===== src/rtl/triangle_serializer.sv =====
// triangle_serializer: turns one captured triangle into an 11-word packet for
// the AHB write-side FIFO and stalls cleanly under FIFO back-pressure.
// Packet: W0 = {SYNC_WORD, seq}, W1..W9 = v0.x..v2.z, W10 = {8'h00, r, g, b}.
// Ports:
//   clk, n_rst            - clock, synchronous active-low reset
//   triangle_valid        - producer offers a triangle
//   triangle_vertices_in  - 9 x 32-bit coordinates, v0.x in [31:0]
//   triangle_color_in     - {r, g, b}
//   triangle_accept       - triangle captured at this edge (combinational)
//   ahb_buffer_full       - FIFO cannot take a word this cycle
//   ahb_user_write_buffer - write strobe, one word per asserted cycle
//   ahb_wdata             - word being written (mux of registered data)
//   busy                  - packet in progress
//   packets_sent          - completed packet count, wraps
module triangle_serializer #(
  parameter logic [15:0] SYNC_WORD = 16'hA5A5,
  parameter int unsigned SEQ_W     = 16
) (
  input  logic             clk,
  input  logic             n_rst,
  input  logic             triangle_valid,
  input  logic [287:0]     triangle_vertices_in,
  input  logic [23:0]      triangle_color_in,
  output logic             triangle_accept,
  input  logic             ahb_buffer_full,
  output logic             ahb_user_write_buffer,
  output logic [31:0]      ahb_wdata,
  output logic             busy,
  output logic [SEQ_W-1:0] packets_sent
);

  localparam int unsigned IDX_W    = 4;
  localparam int unsigned VERT_W   = 288;
  localparam int unsigned COLOR_W  = 24;
  localparam logic [IDX_W-1:0] LAST_IDX = IDX_W'(10);

  typedef enum logic {
    IDLE,
    SEND
  } state_e;

  state_e             state_q, state_d;
  logic [IDX_W-1:0]   idx_q, idx_d;
  logic [SEQ_W-1:0]   seq_q, seq_d;
  logic [SEQ_W-1:0]   seq_cap_q;
  logic [VERT_W-1:0]  vert_q;
  logic [COLOR_W-1:0] color_q;
  logic               capture;

  // Control state; packets_sent and the header sequence always move together,
  // so a single counter serves both.
  always_ff @(posedge clk) begin
    if (!n_rst) begin
      state_q <= IDLE;
      idx_q   <= '0;
      seq_q   <= '0;
    end else begin
      state_q <= state_d;
      idx_q   <= idx_d;
      seq_q   <= seq_d;
    end
  end

  // Capture registers need no reset: they are only read after a capture.
  // seq_d is latched so a back-to-back capture gets the post-increment value.
  always_ff @(posedge clk) begin
    if (capture) begin
      vert_q    <= triangle_vertices_in;
      color_q   <= triangle_color_in;
      seq_cap_q <= seq_d;
    end
  end

  // Next-state, accept and strobe logic.
  always_comb begin
    state_d               = state_q;
    idx_d                 = idx_q;
    seq_d                 = seq_q;
    capture               = 1'b0;
    triangle_accept       = 1'b0;
    ahb_user_write_buffer = 1'b0;
    busy                  = 1'b0;
    case (state_q)
      IDLE: begin
        triangle_accept = triangle_valid;
        if (triangle_valid) begin
          capture = 1'b1;
          state_d = SEND;
          idx_d   = '0;
        end
      end
      SEND: begin
        busy                  = 1'b1;
        ahb_user_write_buffer = !ahb_buffer_full;
        if (!ahb_buffer_full) begin
          if (idx_q == LAST_IDX) begin
            seq_d = seq_q + SEQ_W'(1);
            idx_d = '0;
            // Chain the next triangle on the final-word cycle: no bubble.
            if (triangle_valid) begin
              triangle_accept = 1'b1;
              capture         = 1'b1;
            end else begin
              state_d = IDLE;
            end
          end else begin
            idx_d = idx_q + IDX_W'(1);
          end
        end
      end
      default: state_d = IDLE;
    endcase
  end

  // Word mux; driven only from registers so it is stable through stalls.
  always_comb begin
    ahb_wdata = '0;
    if (state_q == SEND) begin
      case (idx_q)
        4'd0:    ahb_wdata = {SYNC_WORD, 16'(seq_cap_q)};
        4'd1:    ahb_wdata = vert_q[0   +: 32];
        4'd2:    ahb_wdata = vert_q[32  +: 32];
        4'd3:    ahb_wdata = vert_q[64  +: 32];
        4'd4:    ahb_wdata = vert_q[96  +: 32];
        4'd5:    ahb_wdata = vert_q[128 +: 32];
        4'd6:    ahb_wdata = vert_q[160 +: 32];
        4'd7:    ahb_wdata = vert_q[192 +: 32];
        4'd8:    ahb_wdata = vert_q[224 +: 32];
        4'd9:    ahb_wdata = vert_q[256 +: 32];
        4'd10:   ahb_wdata = {8'h00, color_q};
        default: ahb_wdata = '0;
      endcase
    end
  end

  assign packets_sent = seq_q;

endmodule


===== config.mk =====
export PLATFORM = sky130hd
export DESIGN_NAME = triangle_serializer
export DESIGN_NICKNAME = d
export VERILOG_FILES = /design/src/rtl/triangle_serializer.sv
export SDC_FILE = /design/constraint.sdc
export NUM_CORES = 1
export LEC_CHECK = 0
export ABC_AREA = 1
export ABC_CLOCK_PERIOD_IN_PS = 29100
export CORE_MARGIN = 3
export CORE_UTILIZATION = 39
export CTS_CLUSTER_SIZE = 30
export DETAILED_ROUTE_END_ITERATION = 8
export GPL_ROUTABILITY_DRIVEN = 0
export PLACE_DENSITY = 0.74
export SYNTH_ARGS = -nofsm -noshare
export SYNTH_HDL_FRONTEND = slang
export SYNTH_SLANG_ARGS = --single-unit

===== constraint.sdc =====
create_clock -name clk -period 29.1 [get_ports clk]
set_input_delay 5.82 -clock clk [delete_from_list [all_inputs] [get_ports clk]]
set_output_delay 5.82 -clock clk [all_outputs]
set_load 0.03 [all_outputs]

After elaboration in Yosys (flattened, before gate mapping)
Cells that the tools add are included.
Storage, ports and cells
  bits of input ports: 316
  output and inout port bits: 51
  register bits after elaboration: 349
  memories kept: 0
  logic and storage cells: 43
  ROM bits: 0
  bits in latches: 0
  bits in writable memories: 0
Cells by class
  order comparisons: 0
  bitwise logic cells: 1
  reductions and logical operators: 3
  shift operators: 0
  multipliers: 0
  add/subtract/negate cells: 2
  equal/unequal tests: 12
  div/mod/pow operators: 0
  multiplexer cells: 19
Operators with widths (number)
  $pmux W32 S11: 1
  $mux W16: 3
  $mux W32: 1
  $add A16 B1 Y16 const B: 1
  $eq A4 B3 Y1 const B: 4
  $eq A4 B4 Y1 const B: 3
  $mux W4: 3
  $eq A4 B2 Y1 const B: 2
  $pmux W4 S2: 1
  $mux W1: 7
  $pmux W1 S2: 3
  $add A4 B1 Y4 const B: 1
  $eq A4 B1 Y1 const B: 1
  $logic_not A4 Y1: 1
  $ne A2 B2 Y1 const B: 2
  $reduce_and A2 Y1: 1
  $logic_not A1 Y1: 1
  $not A1 Y1: 1

Longest topological paths before layout
Gate-level depths: netlist of run 1.
  depth after elaboration: 4
  mapped depth: 11

Worst setup path before layout of run 1
OpenSTA, ideal clock, no wires.
  path type: input to output
  from: input port ahb_buffer_full
  to: output port triangle_accept
  slack: 3.209 ns
  stages on the path: 3
  required time: 23.280 ns
  buffers on the path: 0
  arrival: 20.071 ns
  path through: o21ai_0 inv_1 nor2_1
On the way
  cells in the longest elaborated chain, start to end: 2
RTL lines
  start, declared: line 25  | input logic ahb_buffer_full,
  $mux W1: line 95  | if (!ahb_buffer_full) begin
  $pmux W1 S2: line 83  | case (state_q)
  end, declared: line 24  | output logic triangle_accept,
No other way between the ends.

Final worst setup path of run 1
Same ends and word-level chain as after synthesis.

==> results of run 1 <==
## logic make-up after synthesis
| family | count (synthesis) | synth area share [%] |
|---|---|---|
| simple gates | 739 | 21.4 |
| flops | 349 | 73.2 |
| buf+inv | 135 | 4.20 |
| compound gates | 32 | 1.18 |
| fa+ha+maj | 1 | 0.0891 |
## flip-flops by register name, summed over array words and instances, names as in the netlist
register      cells
vert_q          288
seq_cap_q        16
packets_sent     16
color_q          24
idx_q             4
state_q           1
## layout by cell type (no fill, tap or decap), types with 6 or more instances in the layout
master / instances
inv_2: 8
nand3_1: 51
nand4_1: 6
clkbuf_16: 39
edfxtp_1: 328
dfxtp_1: 20
nor2_1: 134
nand2_1: 513
inv_1: 94
a21oi_1: 25
clkinv_1: 7
clkdlybuf4s50_1: 366
clkbuf_1: 12
nor2_4: 12
## stage by stage
step / std cells / total power, W / util (%)
2_1_floorplan: 1256 / 0.000637 / -
3_3_place_gp: 2050 / 0.000681 / 52.0
3_5_place_dp: 2050 / 0.000684 / 52.0
4_1_cts: 2116 / 0.00115 / 55.4
5_1_grt: 2117 / 0.00118 / 55.4
6_report: 2117 / 0.00114 / 55.4
## routing by layer
layer / up-vias / part of all wire, % / wire [µm] / global-route usage (%)
li1: 4897 / - / - / -
met1: 4736 / 40 / 16500 / 26.2
met2: 375 / 50 / 20700 / 36.5
met3: 70 / 7.0 / 2890 / 4.02
met4: 2 / 2.5 / 1020 / 6.60
met5: - / 0.024 / 10 / 0
## final timing paths
kind	start	to	slack [ns]	cells past startpoint
worst min-delay path	idx_q[3]$_SDFFE_PN0P_	idx_q[3]$_SDFFE_PN0P_	0.50	2
worst max-delay path	ahb_buffer_full	triangle_accept	15.63	5
worst max register to register	idx_q[1]$_SDFFE_PN0P_	color_q[14]$_DFFE_PP_	26.33	7
worst min register to register	idx_q[3]$_SDFFE_PN0P_	idx_q[3]$_SDFFE_PN0P_	0.50	2
## critical path, cell delays in order
cell	delay [ns]
clkdlybuf4s50_1	0.45
o21ai_0	0.25
inv_1	0.11
nor2_4	0.27
clkdlybuf4s50_1	0.74
## layout make-up
class                      count  area, µm²
antenna                        1       2.50
clock buffer                  51       1020
clock inverter                15        170
fill                        2868      15600
inverter                     102        383
multi-input combinational    772       3210
sequential                   349      10300
tap                          455        569
timing repair buffer         372       3730
## power groups by stage
stage | registers (W) | logic (W) | clock network (W)
6_report | 0.000589 | 0.0000842 | 0.000466
2_1_floorplan | 0.000610 | 0.0000268 | 0
3_5_place_dp | 0.000599 | 0.0000847 | 0
3_3_place_gp | 0.000598 | 0.0000831 | 0
4_1_cts | 0.000589 | 0.0000852 | 0.000478
5_1_grt | 0.000591 | 0.0000903 | 0.000495
==> key figures, run 1 <==
Die
  • Die ar.: between 30000 and 40000 µm²
  • Core footprint: 35000 µm²
  • Die width: roughly 200 µm
  • Starting Density: ~40%
  • Row count: approximately 70
  • I/O pin count: 367
  • Die height: around 200 µm

GRT
  • Grt ovf: 0
  • Largest net degree at the start of global routing: 168
  • Gr usage total: approximately a fifth
  • First-pass GRT wire length: around 60 mm
  • Vias in the first global route: 10.1k
  • Initial antenna violation count: 2

Power
  • Sw Share: about a fifth
  • Logic pwr share: 7.4%
  • Clk network pwr share: 40.9%
  • Net Switching: 0.000231 W
  • Share of power burned in registers: between 50 and 60%
  • Pwr dens: about 60 nW/µm²
  • Internal power: ~0.00091 W
  • Leakage power: between 7 and 8 nW
  • Worst vdd ir: about 0.049 mV

Routing
  • DR vias/cell: between 4 and 5
  • DRC viols: 0
  • Post-route ant nets: 0
  • Wire per inst: 19.4 µm
  • Total number of vias: 10.1k
  • Total routed wirelength: between 40 and 50 mm
  • First-pass DRT Iterations: 5
  • Initial DRC Count: ~620

Synth
  • Most common library cells after synthesis: nand2_1, edfxtp_1, nor2_1, inv_1, nand3_1
  • Ys async rst share: 0%
  • Post-synth top area share: a little over two thirds
  • Mapped Nets: between 1.5k and 2k
  • Top cells by area, synth: edfxtp_1, nand2_1, nor2_1, dfxtp_1, inv_1
  • Syn. warnings: 0
  • Post-Synthesis Cells: approximately 1.3k
  • Top-count cell post-synth: nand2_1
  • Cell variety after synth: 26
  • EDFF count, synth: around 330
  • Largest area contributor in the netlist: edfxtp_1
  • Prevailing post-synth register cell: edfxtp_1
  • Seq cells post-synth: approximately 350
  • Syn Area/Cell: 11.2 µm²
  • Synth Cell Area: 14000 µm²
  • Sequential area share after synthesis: roughly 73%

Min path
  • Hold crit path type: flop to flop

Clocking
  • Post-CTS Hold Buffers: 0
  • Inserted Clock Buffers: 38
  • CTS Root Buffer Type: clkbuf_16
  • Longest Clk Path Bufs: 3
  • Htree depth: 2
  • CTS resizes: 0
  • CTS tree: built
  • Clock latency on the worst-skew pair: approximately 0.53 ns
  • Clock-pin slew on the worst setup and hold paths: approximately 0.050 ns
  • # clock sinks: about 350
  • Setup Buffers After CTS: 0

Worst setup path
  • Worst EP required: 23.28 ns
  • Startpoint Class: primary input
  • Crit path max fanout: 3
  • Critical Path Sink Type: output port
  • Critical path arrival: ~7.7 ns
  • Crit Path Class: primary input to output port

Timing
  • Unrepaired setup endpoints after global routing: false
  • Hold Slack: around 0.50 ns
  • Setup TNS: 0 ns
  • Ratio of final minimum period to clock period: a little under half
  • Relative max-transition margin: a little under a quarter
  • Final hold viol count: 0
  • Final worst setup slack: about 16 ns
  • Max Slew Vio Count: 0
  • Worst clock skew: 0.0174 ns
  • Clock period minus worst slack: ~13 ns
  • Actual slew at the worst max-slew pin: 1.15 ns
  • FMAX: ~74 MHz
  • Final Setup Violations: 0

Placed design
  • Port Buffer Count: around 370
  • DP Worst Slack: ~16 ns
  • HPWL after DPL: ~28 mm
  • Placed inst area: ~18000 µm²

Run
  • Max-Cap Viols: 0

Status
  • Status: finished, final reports clean

Final layout
  • Fin nets: 1952
  • Cell area after layout: 19400 µm²
  • Area Growth Syn to Fin: 37.9%
  • Layout cells sized above 1: between 5 and 6%
Note: power is estimated with default switching activity, not from simulation.
==> run 2: changes to the inputs <==
ABC_CLOCK_PERIOD_IN_PS = 13900   (was 29100)
clock period = 13.9 ns   (was 29.1 ns; I/O delays follow)
==> key figures, run 2 (same netlist as run 1, synthesis figures left out) <==
Clocking
  • CTS resizes: 0 (unchanged)
  • Inserted Clock Buffers: 39 (+2.6%)
  • Post-CTS Hold Buffers: 0 (unchanged)
  • Setup Buffers After CTS: 0 (unchanged)
  • Clock-pin slew on the worst setup and hold paths: 0.06 ns (about the same)
  • CTS tree: built
  • CTS Root Buffer Type: clkbuf_16
  • Longest Clk Path Bufs: 3 (unchanged)
  • Htree depth: 2 (unchanged)
  • Clock latency on the worst-skew pair: 0.55 ns (+0.02 ns)
  • # clock sinks: 349 (unchanged)

Timing
  • Final Setup Violations: 0 (unchanged)
  • Clock period minus worst slack: about 7.7 ns
  • Unrepaired setup endpoints after global routing: false
  • FMAX: roughly 130 MHz
  • Final hold viol count: 0 (unchanged)
  • Worst clock skew: 0.0196 ns (+0.00211 ns)
  • Ratio of final minimum period to clock period: 55.7%
  • Max Slew Vio Count: 0 (unchanged)
  • Relative max-transition margin: 9.57% (-14 points)
  • Setup TNS: 0 ns (unchanged)
  • Actual slew at the worst max-slew pin: 1.36 ns (+0.210 ns)
  • Hold Slack: 0.490 ns (-0.00772 ns)

Run
  • Max-Cap Viols: 0 (unchanged)

Worst setup path
  • Startpoint Class: primary input
  • Critical path's slowest cell: clkdlybuf4s50_1
  • CP delay by family, top: buffers and inverters
  • Crit Path Class: primary input to output port
  • CP most frequent cell: clkdlybuf4s50_1
  • Crit path cell chain: clkdlybuf4s50_1 > o21ai_0 > inv_1 > nor2_4 > clkdlybuf4s50_1
  • Critical Path Max Stage Delay: 0.84 ns (+0.10 ns)
  • Worst EP required: 11.12 ns (-12.16 ns)
  • Crit path max fanout: 17 (+14)
  • Critical path arrival: 4.97 ns (-2.68 ns)
  • Critical Path Sink Type: output port
  • Worst path bufs/invs: 3 (unchanged)

Final layout
  • Layout cells sized above 1: 5.59% (+0.41 points)
  • Max FFs per register: 288 (unchanged)
  • Area Growth Syn to Fin: 37.6%
  • Most common cell after layout, fill and taps aside: nand2_1
  • # fillers: 2912 (+1.5%)
  • Commonest non-fill, non-tap cells in the layout: nand2_1, clkdlybuf4s50_1, edfxtp_1
  • Regs by FF count: vert_q (288), color_q (24)
  • Footprint of the multi-input gates: 3210 µm² (unchanged)
  • Sequential cell area: 10300 µm² (unchanged)
  • Reg with most FFs: vert_q
  • Fin nets: 1954 (+0.10%)

GRT
  • First-pass GRT wire length: 61.5 mm (+2.7%)
  • Largest net degree at the start of global routing: 196 (+17%)
  • Met2 GRT Util: 36.8% (+0.27 points)
  • Gr usage total: 21.6% (+0.73 points)
  • Vias in the first global route: 10.5k (+3.2%)
  • Met1 Usage GRT: 26.5% (+0.37 points)
  • Layer with the highest usage: met2
  • Grt ovf: 0 (unchanged)
  • Met3 Usage GRT: 5.48% (+1.5 points)
  • Initial antenna violation count: 3 (+1)

Power
  • Sw Share: 21.6% (+1.3 points)
  • Clk network pwr share: 40.2% (-0.7 points)
  • Worst vdd ir: 0.119 mV (+140%)
  • Pwr dens: 122 nW/µm² (+110%)
  • Leakage power: 7.62 nW (-0.44%)
  • Logic pwr share: 7.5% (about the same)
  • Share of power burned in registers: 52.4% (+0.7 points)
  • Pwr Total: 0.00235 W (+110%)
  • Net Switching: 0.000508 W (+120%)
  • Internal power: 0.00185 W (+100%)

Status
  • Status: finished, final reports clean

Placed design
  • HPWL after DPL: 28.7 mm (+2.5%)
  • Port Buffer Count: 366 (unchanged)

Min path
  • Hold crit path type: flop to flop

Die
  • Die ar.: 38300 µm² (unchanged)
  • Row count: 68 (unchanged)
  • I/O pin count: 367 (unchanged)
  • Core footprint: 35000 µm² (unchanged)
  • Die width: 196 µm (unchanged)
  • Starting Density: 40.1% (unchanged)
  • Die height: 196 µm (unchanged)

Routing
  • Total number of vias: 10.3k (+1.8%)
  • Post-route ant nets: 0 (unchanged)
  • First-pass DRT Iterations: 5 (unchanged)
  • Initial DRC Count: 603 (-2.9%)
  • DR vias/cell: 4.84 (+1.7%)
  • DRC viols: 0 (unchanged)
  • Total routed wirelength: 42.2 mm (+2.6%)
  • Wire per inst: 19.9 µm (+2.5%)
[run 2: changes by cell type in the layout (fill, tap and decap cells not counted), sizes merged]
cell,delta
clkbuf,-6
clkinvlp,+6
clkinv,+4
bufinv,-3
buf,+1
[run 2: metal layers]
layer,part of all wire [%],up-vias
li1,-,4886
met1,39,4853
met2,49,431
met3,8.1,92
met4,3.8,2
met5,0.031,-
[run 2: path summary, 6_finish.rpt]
kind | endpoint | start | slack, ns | depth (start not counted)
worst max-delay path | triangle_accept | ahb_buffer_full | 6.15 | 5
worst min-delay path | idx_q[3]$_SDFFE_PN0P_ | idx_q[3]$_SDFFE_PN0P_ | 0.49 | 2
worst max register to register | vert_q[65]$_DFFE_PP_ | idx_q[1]$_SDFFE_PN0P_ | 10.12 | 8
worst min register to register | idx_q[3]$_SDFFE_PN0P_ | idx_q[3]$_SDFFE_PN0P_ | 0.49 | 2
[run 2: layout make-up]
cell class	count	share of cell area, %
clock inverters	22	0.764
clock buffers	45	5.17
repair buffers	373	19.3
inverters	102	1.98
multi-input cells	772	16.6
flip-flops and latches	349	53.2
diodes	1	0.0130
well taps	455	2.95
[run 2: worst min-delay path: cells and delay by family, from the launching register on]
family	cells	cell delay, ns
and+or+nand+nor	1	0.07
DFF	1	0.33
AOI/OAI and AO/OA	1	0.05
[run 2: power groups by stage]
stage	Combinational (W)	Sequential (W)	Clock, W
final	0.000177	0.00123	0.000945
after global routing	0.000189	0.00124	0.00101
after CTS	0.000179	0.00123	0.000965
after detailed placement	0.000177	0.00125	0
after global placement	0.000174	0.00125	0
after floorplan	0.0000565	0.00126	0
[run 2: through the flow]
stage | worst slack (ns) | area, µm² | std cells | utilization (%)
2_1_floorplan | 3.25 | 14000 | 1256 | -
3_3_place_gp | 6.16 | 18200 | 2051 | 51.9
3_5_place_dp | 6.11 | 18200 | 2051 | 51.9
4_1_cts | 6.11 | 19300 | 2118 | 55.2
5_1_grt | 6.06 | 19300 | 2119 | 55.2
6_report | 6.15 | 19300 | 2119 | 55.2
